File: src/rtl/rtc_bus_controller_if.sv
// RTC multiplexed A/D bus pins; master = controller, slave = RTC side.
interface rtc_bus_controller_if;
  logic       cs_n;
  logic       rd_n;
  logic       wr_n;
  logic       ad_sel;
  logic [7:0] ad_out;
  logic       ad_oe;
  logic [7:0] ad_in;

  modport master (output cs_n, rd_n, wr_n, ad_sel, ad_out, ad_oe, input ad_in);
  modport slave  (input cs_n, rd_n, wr_n, ad_sel, ad_out, ad_oe, output ad_in);
endinterface

File: src/rtl/rtc_bus_controller.sv
// Copies nine date/time/timer registers to/from the RTC over its A/D bus; listo 9*2*(T_PULSE+T_GAP)+1 cycles after accept.
// No backpressure: requests are sampled only in IDLE. RTC_TRANSFER_CMD_EN adds 0xF0/0xF1 command accesses.
module rtc_bus_controller #(
  parameter int T_PULSE = 10,
  parameter int T_GAP   = 5
) (
  input  logic       clk,
  input  logic       reset,
  input  logic       start_wr,
  input  logic       start_rd,
  input  logic [7:0] ano, mes, dia, horas, minutos, segundos, ht, mt, st,
  output logic [7:0] anole, mesle, diale, horasle, minutosle, segundosle, htle, mtle, stle,
  output logic       busy,
  output logic       listo,
  rtc_bus_controller_if.master bus
);
  localparam int TMAX = (T_PULSE > T_GAP) ? T_PULSE : T_GAP;
  localparam int TW   = (TMAX > 1) ? $clog2(TMAX) : 1;
  localparam logic [TW-1:0] P_LD = TW'(T_PULSE - 1);
  localparam logic [TW-1:0] G_LD = TW'(T_GAP - 1);

  localparam logic [2:0] S_IDLE   = 3'd0;
  localparam logic [2:0] S_APULSE = 3'd1;
  localparam logic [2:0] S_AGAP   = 3'd2;
  localparam logic [2:0] S_DPULSE = 3'd3;
  localparam logic [2:0] S_DGAP   = 3'd4;
  localparam logic [2:0] S_DONE   = 3'd5;

  logic [2:0]    state;
  logic [3:0]    index;
  logic [TW-1:0] timer;
  logic          is_rd;
  logic          is_cmd;
  logic [7:0]    wdat   [9];
  logic [7:0]    shadow [9];
  logic [7:0]    le     [9];
  logic [7:0]    addr;

  always_ff @(posedge clk) begin
    if (reset) begin
      state  <= S_IDLE;
      index  <= '0;
      timer  <= '0;
      is_rd  <= 1'b0;
      is_cmd <= 1'b0;
      for (int i = 0; i < 9; i++) begin
        wdat[i]   <= '0;
        shadow[i] <= '0;
        le[i]     <= '0;
      end
    end else begin
      case (state)
        S_IDLE: begin
          if (start_wr || start_rd) begin
            is_rd   <= !start_wr;
            wdat[0] <= ano;     wdat[1] <= mes;      wdat[2] <= dia;
            wdat[3] <= horas;   wdat[4] <= minutos;  wdat[5] <= segundos;
            wdat[6] <= ht;      wdat[7] <= mt;       wdat[8] <= st;
            index   <= '0;
            timer   <= P_LD;
            state   <= S_APULSE;
`ifdef RTC_TRANSFER_CMD_EN
            is_cmd  <= !start_wr;
`else
            is_cmd  <= 1'b0;
`endif
          end
        end
        S_APULSE: begin
          if (timer == '0) begin
            state <= S_AGAP;
            timer <= G_LD;
          end else begin
            timer <= timer - 1'b1;
          end
        end
        S_AGAP: begin
          if (timer == '0) begin
            timer <= P_LD;
            if (is_cmd) begin
              // Command accesses have no data phase: read proceeds to index 0, write is finished.
              is_cmd <= 1'b0;
              state  <= is_rd ? S_APULSE : S_DONE;
            end else begin
              state <= S_DPULSE;
            end
          end else begin
            timer <= timer - 1'b1;
          end
        end
        S_DPULSE: begin
          if (timer == '0) begin
            state <= S_DGAP;
            timer <= G_LD;
            if (is_rd) shadow[index] <= bus.ad_in;
          end else begin
            timer <= timer - 1'b1;
          end
        end
        S_DGAP: begin
          if (timer == '0) begin
            timer <= P_LD;
            if (index == 4'd8) begin
              index <= '0;
`ifdef RTC_TRANSFER_CMD_EN
              if (!is_rd) begin
                is_cmd <= 1'b1;
                state  <= S_APULSE;
              end else begin
                state <= S_DONE;
                le    <= shadow;
              end
`else
              state <= S_DONE;
              if (is_rd) le <= shadow;
`endif
            end else begin
              index <= index + 1'b1;
              state <= S_APULSE;
            end
          end else begin
            timer <= timer - 1'b1;
          end
        end
        S_DONE:  state <= S_IDLE;
        default: state <= S_IDLE;
      endcase
    end
  end

  always_comb begin
    addr = 8'h00;
    case (index)
      4'd0: addr = 8'h26;
      4'd1: addr = 8'h25;
      4'd2: addr = 8'h24;
      4'd3: addr = 8'h23;
      4'd4: addr = 8'h22;
      4'd5: addr = 8'h21;
      4'd6: addr = 8'h43;
      4'd7: addr = 8'h42;
      4'd8: addr = 8'h41;
      default: addr = 8'h00;
    endcase
    if (is_cmd) addr = is_rd ? 8'hF0 : 8'hF1;
  end

  always_comb begin
    bus.ad_out = 8'h00;
    if (state == S_APULSE || state == S_AGAP)
      bus.ad_out = addr;
    else if (state == S_DPULSE && !is_rd)
      bus.ad_out = wdat[index];
  end

  assign bus.cs_n   = !(state == S_APULSE || state == S_DPULSE);
  assign bus.wr_n   = !(state == S_APULSE || (state == S_DPULSE && !is_rd));
  assign bus.rd_n   = !(state == S_DPULSE && is_rd);
  assign bus.ad_sel = !(state == S_APULSE || state == S_AGAP);
  assign bus.ad_oe  = (state == S_APULSE) || (state == S_AGAP) || (state == S_DPULSE && !is_rd);

  assign busy  = (state != S_IDLE) && (state != S_DONE);
  assign listo = (state == S_DONE);

  assign anole      = le[0];
  assign mesle      = le[1];
  assign diale      = le[2];
  assign horasle    = le[3];
  assign minutosle  = le[4];
  assign segundosle = le[5];
  assign htle       = le[6];
  assign mtle       = le[7];
  assign stle       = le[8];
endmodule

File: src/flat_wrapper.sv
// flat-port wrapper written by rule: the top's interface ports become plain ports
module rtc_bus_controller_flat 
#(
  parameter int T_PULSE = 10,
  parameter int T_GAP   = 5
)
  (clk, reset, start_wr, start_rd, ano, mes, dia, horas, minutos, segundos, ht, mt, st, anole, mesle, diale, horasle, minutosle, segundosle, htle, mtle, stle, busy, listo, bus_cs_n, bus_rd_n, bus_wr_n, bus_ad_sel, bus_ad_out, bus_ad_oe, bus_ad_in);
  rtc_bus_controller_if bus_i ();
  input  logic clk;
  input  logic reset;
  input  logic start_wr;
  input  logic start_rd;
  input  logic [7:0] ano;
  input  logic [7:0] mes;
  input  logic [7:0] dia;
  input  logic [7:0] horas;
  input  logic [7:0] minutos;
  input  logic [7:0] segundos;
  input  logic [7:0] ht;
  input  logic [7:0] mt;
  input  logic [7:0] st;
  output logic [7:0] anole;
  output logic [7:0] mesle;
  output logic [7:0] diale;
  output logic [7:0] horasle;
  output logic [7:0] minutosle;
  output logic [7:0] segundosle;
  output logic [7:0] htle;
  output logic [7:0] mtle;
  output logic [7:0] stle;
  output logic busy;
  output logic listo;
  output wire logic [$bits(bus_i.cs_n)-1:0] bus_cs_n;
  output wire logic [$bits(bus_i.rd_n)-1:0] bus_rd_n;
  output wire logic [$bits(bus_i.wr_n)-1:0] bus_wr_n;
  output wire logic [$bits(bus_i.ad_sel)-1:0] bus_ad_sel;
  output wire logic [$bits(bus_i.ad_out)-1:0] bus_ad_out;
  output wire logic [$bits(bus_i.ad_oe)-1:0] bus_ad_oe;
  input wire logic [$bits(bus_i.ad_in)-1:0] bus_ad_in;
  assign bus_cs_n = bus_i.cs_n;
  assign bus_rd_n = bus_i.rd_n;
  assign bus_wr_n = bus_i.wr_n;
  assign bus_ad_sel = bus_i.ad_sel;
  assign bus_ad_out = bus_i.ad_out;
  assign bus_ad_oe = bus_i.ad_oe;
  assign bus_i.ad_in = bus_ad_in;
  rtc_bus_controller #(.T_PULSE(T_PULSE), .T_GAP(T_GAP)) u_core (.clk(clk), .reset(reset), .start_wr(start_wr), .start_rd(start_rd), .ano(ano), .mes(mes), .dia(dia), .horas(horas), .minutos(minutos), .segundos(segundos), .ht(ht), .mt(mt), .st(st), .anole(anole), .mesle(mesle), .diale(diale), .horasle(horasle), .minutosle(minutosle), .segundosle(segundosle), .htle(htle), .mtle(mtle), .stle(stle), .busy(busy), .listo(listo), .bus(bus_i));
endmodule
File: config.mk
export PLATFORM = sky130hd
export DESIGN_NAME = rtc_bus_controller_flat
export DESIGN_NICKNAME = d
export VERILOG_FILES = /design/src/rtl/rtc_bus_controller_if.sv /design/src/rtl/rtc_bus_controller.sv /design/src/flat_wrapper.sv
export SDC_FILE = /design/constraint.sdc
export NUM_CORES = 1
export LEC_CHECK = 0
export ABC_AREA = 1
export CORE_ASPECT_RATIO = 0.75
export CORE_UTILIZATION = 50
export DETAILED_ROUTE_END_ITERATION = 10
export GPL_TIMING_DRIVEN = 0
export PLACE_DENSITY = 0.76
export SYNTH_ARGS = -nofsm -noshare
export SYNTH_HDL_FRONTEND = slang
export SYNTH_SLANG_ARGS = --single-unit
File: constraint.sdc
create_clock -name clk -period 4.55 [get_ports clk]
set_input_delay 1.365 -clock clk [delete_from_list [all_inputs] [get_ports clk]]
set_output_delay 1.365 -clock clk [all_outputs]
set_load 0.01 [all_outputs]
## After elaboration in Yosys (flattened, before gate mapping)

Memories as Yosys holds them, arrays and structs flattened. A register that Yosys moved wholly into a read port is not among the register bits.
Index checks and enable logic that the tools add are counted.

- Register bits after elaboration: 157
- Bits in writable memories: 72
- Memory bits (read-only): 80
- Logic and storage cells: 127
- Memories kept: 2

Memory list:

| memory | words | bits a word | read ports | clocked after Yosys merged registers in | write ports | RTL line | text |
|---|---|---|---|---|---|---|---|
| (no name shown) | 16 | 5 | 1 | 1 | 0 | rtc_bus_controller.sv:133 | `case (index)` |
| u_core.wdat | 9 | 8 | 1 | 1 | 9 | rtc_bus_controller.sv:34 | `logic [7:0] wdat [9];` |

- Add/subtract/negate cells: 2
- Order comparisons: 2
- Equality and inequality tests: 12
- Muxes and demuxes: 46
- Bitwise logic cells: 10
- Reductions and logical operators: 30

Operator list:

| cell | number |
|---|---|
| $mux W8 | 13 |
| $bwmux W72 | 1 |
| $mux W4 | 10 |
| $demux W8 S4 | 1 |
| $mux W3 | 8 |
| $pmux W3 S5 | 1 |
| $pmux W4 S3 | 1 |
| $ne A2 B1 Y1 const B | 5 |
| $mux W1 | 9 |
| $or A1 B1 Y1 | 9 |
| $reduce_and A3 Y1 | 3 |
| $pmux W4 S2 | 1 |
| $eq A3 B2 Y1 const B | 2 |
| $eq A3 B3 Y1 const B | 2 |
| $logic_not A1 Y1 | 6 |
| $reduce_bool A3 Y1 | 2 |
| $ge A5 B5 Y1 const B | 1 |
| $logic_or A1 B1 Y1 | 5 |
| $lt A5 B1 Y1 const B | 1 |
| $not A4 Y5 | 1 |
| $reduce_and A5 Y1 | 1 |
| $add A4 B1 Y4 const B | 1 |
| $eq A4 B4 Y1 const B | 1 |
| $logic_and A1 B1 Y1 | 4 |
| 10 further kinds | 13 |

## Depth between registers and ports, before layout

Gate-level depths: netlist (run 1).

- Depth in word-level cells: 6
- Mapped depth: 15

## Least setup slack after synthesis (run 1)

No wires, ideal clock.

- Kind: input-to-reg
- Start point: in reset
- End point: mem u_core.wdat[0][0], enable pin
- Library setup time: 0.433 ns
- Data arrival time: 3.328 ns
- Slack: 0.789 ns
- Cell stages on the path: 3
- Cell sequence: clkinv_1 -> clkbuf_1 -> nand2_1

RTL lines:

| what | RTL line | text |
|---|---|---|
| start: declaration | flat_wrapper.sv:10 | `input logic reset;` |
| end: declaration | rtc_bus_controller.sv:34 |  |

==> results of run 1 <==
-- worst paths after layout --
kind,depth (start not counted),to,start,slack [ps]
worst max register to register,14,u_core.addr[0]$_DFF_P_,u_core.timer[0]$_SDFFE_PP0P_,2050
worst min register to register,2,u_core.shadow[26]$_SDFFE_PP0P_,u_core.shadow[26]$_SDFFE_PP0P_,440
worst min-delay path,2,u_core.shadow[26]$_SDFFE_PP0P_,u_core.shadow[26]$_SDFFE_PP0P_,440
worst max-delay path,9,bus_ad_out[0],flop,200
-- synthesized netlist by cell type --
cell      instances
clkbuf_1         44
nand3b_1          1
ha_1              9
nand2_2           1
nand3_2           4
xor2_1            1
o21ai_1           1
edfxtp_1         72
nor2_1          189
nand3_1          46
dfxtp_1         165
nand2_1          84
o22ai_1          11
inv_1           237
clkinv_1          1
inv_2             2
o21ai_0         175
nor2_2            1
a21oi_1         125
buf_6             6
nor2_4            2
nand4_1           5
nor3_1            1
nor3_4            1
buf_1             2
-- stage by stage --
step | util (%) | total power, W | std cells | instance area (um2)
2_1_floorplan | - | 0.00349 | 1186 | 9690
3_5_place_dp | 62.6 | 0.00397 | 1603 | 11700
4_1_cts | 67.4 | 0.00617 | 1647 | 12600
6_report | 67.4 | 0.00617 | 1647 | 12600
5_1_grt | 67.4 | 0.00645 | 1647 | 12600
3_3_place_gp | 62.5 | 0.00393 | 1603 | 11700
-- metal layers --
metal	up-vias	share of wire (%)
met5	-	0
met4	0	1.5
met3	26	8.3
met2	341	43
met1	3839	48
li1	4176	-
-- worst max-delay path: stages (launching register included) --
cell and delay (ps):
dfxtp_1 360, clkbuf_1 370, clkbuf_1 500, nand2_1 100, nand3_1 120, nand3_1 180, nand3_1 160, nand2_1 60
nand2_1 80, clkdlybuf4s50_1 550
-- state kept, by name (all words and copies together), names as in the netlist, 8 cells and up, named ones only --
name and count:
u_core.minutosle 8, u_core.htle 8, u_core.mtle 8, u_core.stle 8
u_core.diale 8, u_core.mesle 8, u_core.anole 8, u_core.shadow 72
u_core.wdat 72, u_core.horasle 8, u_core.segundosle 8
-- cells by family (layout without fill, tap and decap cells) --
kind of cell,Yosys count,count (layout)
AO/OA/AOI/OAI,312,312
flip-flops,237,237
XOR/XNOR,1,1
AND/OR/NAND/NOR,335,335
adder cells (fa/ha/maj),9,9
buffers and inverters,292,506
-- area by class of cell --
cell class / count / area (um2) / share of cell area, %
inverters: 240 / 901 / 7.14
repair buffers: 170 / 1700 / 13.5
flip-flops and latches: 237 / 5470 / 43.3
clock inverters: 13 / 201 / 1.60
well taps: 247 / 309 / 2.45
clock buffers: 31 / 711 / 5.63
multi-input cells: 657 / 3090 / 24.5
plain buffers: 52 / 240 / 1.90
-- power by group through the flow --
stage | Sequential (W) | Clock (W) | Combinational (W)
after floorplan | 0.00271 | 0 | 0.000779
after global placement | 0.00275 | 0 | 0.00119
after detailed placement | 0.00275 | 0 | 0.00122
after CTS | 0.00270 | 0.00224 | 0.00123
after global routing | 0.00274 | 0.00234 | 0.00138
final | 0.00271 | 0.00222 | 0.00124
==> impl_metrics.json, run 1 <==
{
  "status": "finished clean",
  "avgSynthCellArea_um2": 8.17,
  "grt_max_degree": 74,
  "gp_congestion": 0.842,
  "post-route-min-period_ps": 4350,
  "core_um2": 18700,
  "dr.pass1.iters": 5,
  "pre_cts_slack_ps": 564,
  "p_leak_nw": 5.14,
  "ios": 171,
  "power_frac_comb_pct": 20.1,
  "antenna_found_initial": 0,
  "rsz0062_at_grt": "false",
  "muxShareOfSynthArea_pct": 0,
  "synth_warnings": 0,
  "seq_power_share_pct": 43.9,
  "grt_usage_pct": 24.5,
  "cts.clk_slew.worst_paths_ps": 60,
  "port-buffer-count": 170,
  "synthCells": 1186,
  "layout_commonest_cell": "inv_1",
  "n_fill_cell": 1568,
  "drive_gt1_share_pct": 4.14,
  "synth_xor_area_share_pct": 0.0904,
  "post_cts_resized": 0,
  "drt_iter0_drc": 784,
  "cp.arrival_ps": 2980,
  "synth_seq_cells": 237,
  "cts_root_buf": "clkbuf_16",
  "dieArea_um2": 20000,
  "fin_crit_sh_pct": 95.6,
  "htreeDepth": 1,
  "slew_headroom_pct": 35.9,
  "clkLatencyLatePin_ps": 520,
  "grt_overflow": 0,
  "layout.nets": 1475,
  "endpoint_kind": "output port",
  "hp-class": "reg2reg",
  "worst_slack_ps": 202,
  "finalClockSkew_ps": 27.3,
  "clockPowerShare_pct": 36.0,
  "synth_top_cell_area_share_pct": 34.1,
  "synth_cell_types": 25,
  "cts_tree": "built",
  "use_met1_pct": 37.3,
  "crit_fanout": 10,
  "cts-hold-fix-buffers": 0,
  "ctsLongestPathBuffers": 3,
  "cts_sinks": 237,
  "use_met2_pct": 36.2,
  "place_hpwl_mm": 17.8,
  "synth_nets": 1279,
  "setup_viol": 0,
  "p_per_area_nw_per_um2": 489,
  "post-cts-setup-buffers": 0,
  "p_sw_share_pct": 28.6,
  "worstSetupStartpointType": "flop",
  "worst_slew_pin_slew_ps": 962,
  "wirelength_mm": 24.6,
  "fin_setup_tns_ps": 0,
  "die_w_um": 163,
  "synth-simple-area-share_pct": 14.3,
  "synth_compound_area_share_pct": 16.3,
  "detail_route.wl_per_cell_um": 14.9,
  "crit_type": "reg2out",
  "critical_path_required_ps": 3180,
  "slew_violations": 0,
  "hold_viol": 0,
  "p_switching_w": 0.00177,
  "yosysSeqAreaShare_pct": 56.4,
  "synth_area_leaders": "dfxtp_1 (34%), edfxtp_1 (22%), inv_1 (9.2%)",
  "grt_pass1_wl_mm": 38.4,
  "drtAntennaViolNets": 0,
  "clock.fmax_ghz": 0.230,
  "route.detailed.drc": 0,
  "timing.hold.ws_ps": 443,
  "intPower_w": 0.00440,
  "synth_fa_ha_area_share_pct": 1.16,
  "peakVddDrop_mv": 0.276,
  "fp-row-count": 43,
  "met3_usage_pct": 3.85,
  "start_util_pct": 51.8,
  "syn_area_um2": 9690,
  "antenna_cells": 0,
  "maxCapViolCount": 0,
  "drt-vias-per-instance": 5.09,
  "synth_top_cell_by_area": "dfxtp_1",
  "synth_top_family_by_area": "compound AO/OA/AOI/OAI gates",
  "grt.busiest_layer": "met1",
  "grt_pass1_vias": 7550,
  "final_cell_mix": "inv_1 (237), nor2_1 (189), o21ai_0 (175)",
  "numCtsBuffers": 24,
  "syn2layout_area_growth_pct": 30.2,
  "die_h_um": 123,
  "vias": 8382
}
Note: power is estimated with default switching activity, not from simulation.
==> run 2, diff against run 1 <==
--- a/config.mk
+++ b/config.mk
@@ -6,11 +6,13 @@
 export NUM_CORES = 1
 export LEC_CHECK = 0
 export ABC_AREA = 1
+export CAP_MARGIN = 20
+export CELL_PAD_IN_SITES_DETAIL_PLACEMENT = 0
+export CELL_PAD_IN_SITES_GLOBAL_PLACEMENT = 2
 export CORE_ASPECT_RATIO = 0.75
-export CORE_UTILIZATION = 50
+export CORE_UTILIZATION = 31
 export DETAILED_ROUTE_END_ITERATION = 10
-export GPL_TIMING_DRIVEN = 0
-export PLACE_DENSITY = 0.76
+export PLACE_DENSITY_LB_ADDON = 0.1
 export SYNTH_ARGS = -nofsm -noshare
 export SYNTH_HDL_FRONTEND = slang
 export SYNTH_SLANG_ARGS = --single-unit
==> run 2 against run 1 <==
Against the previous run:
- critical path type unchanged
- register-to-register slack got worse by 370 ps
- core utilization fell by 26 points
- the flow now finishes with violations (DRC)
- critical path depth is 1 lower
- largest power group unchanged
- die area up 60%
- cell count is 7.1% higher
- sequential power grew 1%
- global-route usage decreased by 7.5 points
- power is 0.58% lower
- flip-flop and latch count unchanged
==> impl_metrics.json, run 2 (same netlist as run 1, synthesis figures left out) <==
{
  "grt_max_degree": 74,
  "core_um2": 30500,
  "wirelength_mm": 27.1,
  "violations": "DRC",
  "ctsLongestPathBuffers": 3,
  "finalClockSkew_ps": 8.77,
  "fin_cells": 1764,
  "worst_slew_pin_slew_ps": 855,
  "cp.arrival_ps": 2560,
  "grt_pass1_vias": 7389,
  "grt_overflow": 0,
  "rr_startpoint": "u_core.index[0]$_SDFFE_PP0N_",
  "place_hpwl_mm": 18.3,
  "rsz0062_at_grt": "false",
  "post-route-min-period_ps": 3920,
  "seq_power_share_pct": 44.8,
  "crit_fanout": 39,
  "layout_commonest_cell": "inv_1",
  "slew_headroom_pct": 42.8,
  "maxCapViolCount": 0,
  "p_sw_share_pct": 30.2,
  "slew_violations": 0,
  "clock.fmax_ghz": 0.255,
  "holdPathEnd": "u_core.shadow[43]$_SDFFE_PP0P_",
  "cts-hold-fix-buffers": 0,
  "clkLatencyLatePin_ps": 530,
  "endpoint_kind": "output port",
  "post-cts-setup-buffers": 0,
  "grt_usage_pct": 17.0,
  "gp_congestion": 0.794,
  "p_per_area_nw_per_um2": 485,
  "route.detailed.drc": 12,
  "fp-row-count": 55,
  "drt_iter0_drc": 479,
  "drt-vias-per-instance": 4.44,
  "drive_gt1_share_pct": 4.84,
  "start_util_pct": 31.8,
  "die_w_um": 206,
  "highest_layer": "met4",
  "grt_pass1_wl_mm": 42.5,
  "crit_type": "reg2out",
  "htreeDepth": 1,
  "peakVddDrop_mv": 0.255,
  "top_regs": "u_core.shadow: 72 flops, u_core.wdat: 72 flops",
  "place_inst": 1715,
  "detail_route.wl_per_cell_um": 15.4,
  "dieArea_um2": 32000,
  "r2r_slack_ps": 1680,
  "cts_sinks": 237,
  "hp-class": "reg2reg",
  "intPower_w": 0.00428,
  "cts.clk_slew.worst_paths_ps": 60,
  "pre_cts_slack_ps": 987,
  "met2WireLength_mm": 10.7,
  "status": "finished, violations left",
  "fin_setup_tns_ps": 0,
  "clockPowerShare_pct": 34.4,
  "port-buffer-count": 170,
  "critical_path_required_ps": 3180,
  "antenna_found_initial": 0,
  "hold_viol": 0,
  "dr.pass1.iters": 8,
  "worst_slack_ps": 628,
  "worstHoldStart": "u_core.shadow[43]$_SDFFE_PP0P_",
  "die_h_um": 155,
  "route.met3.wl_mm": 1.13,
  "post_cts_resized": 0,
  "drtAntennaViolNets": 0,
  "wl_met1_mm": 14.9,
  "fin_crit_sh_pct": 86.2,
  "reg2reg_to": "u_core.htle[7]$_SDFFE_PP0P_",
  "p_leak_nw": 5.11,
  "final_cell_mix": "inv_1 (237), nor2_1 (189), o21ai_0 (175)",
  "setup_viol": 0,
  "power_frac_comb_pct": 20.8,
  "ios": 171,
  "vias": 7825,
  "cts_tree": "built",
  "rr_worst_depth": 8,
  "syn2layout_area_growth_pct": 30.4,
  "worstSetupStartpointType": "flop",
  "layout.nets": 1437,
  "cts_root_buf": "clkbuf_16",
  "numCtsBuffers": 26,
  "p_switching_w": 0.00185,
  "holdPathStages": 2
}
[run 2: per-stage QoR]
step	hold WS [ps]	total power [W]	utilization, %	cell area, um2
after detailed placement	433	0.00407	38.7	11800
after global placement	428	0.00409	38.7	11800
after CTS	442	0.00621	41.5	12600
after global routing	456	0.00650	41.5	12600
final	440	0.00613	41.5	12600
after floorplan	420	0.00349	-	9690
[run 2: routing by layer]
layer / vias to the layer above / GRT usage, %
met5: - / 0
met4: 0 / 2.98
met3: 28 / 3.02
met2: 141 / 23.4
met1: 3569 / 27.2
li1: 4087 / -
[run 2: how the worst max path moves through the flow]
stage	slack (ps)	cells after the start	from	endpoint
finish	630	8	flop	bus_ad_out[2]
global route	430	8	flop	bus_ad_out[0]
CTS	590	8	flop	bus_ad_out[0]
detailed placement	990	13	start_wr	u_core.addr[0]$_DFF_P_
global placement	1050	14	start_rd	u_core.addr[0]$_DFF_P_
floorplan	790	3	reset	u_core.wdat[0][0]$_SDFFCE_PN0P_
[run 2: final cells by class]
class,count,area (um2)
fill,3143,17800
sequential,237,5470
multi-input combinational,657,3090
timing repair buffer,182,1830
inverter,240,902
clock buffer,37,746
tap,399,499
clock inverter,11,106
antenna,1,2.50
[run 2: power groups by stage]
stage	logic (W)	clock network, W	registers, W
detailed placement	0.00128	0	0.00278
global route	0.00146	0.00226	0.00278
floorplan	0.000779	0	0.00271
finish	0.00128	0.00211	0.00275
global placement	0.00129	0	0.00280
CTS	0.00129	0.00218	0.00274
[run 2: critical path, cell delays in order, from the launching register on]
cell	delay, ps
dfxtp_1	340
buf_4	360
o21ai_0	150
o22ai_1	270
nand2_1	100
nand3_1	90
nand2_1	60
nand2_1	100
clkdlybuf4s50_1	560
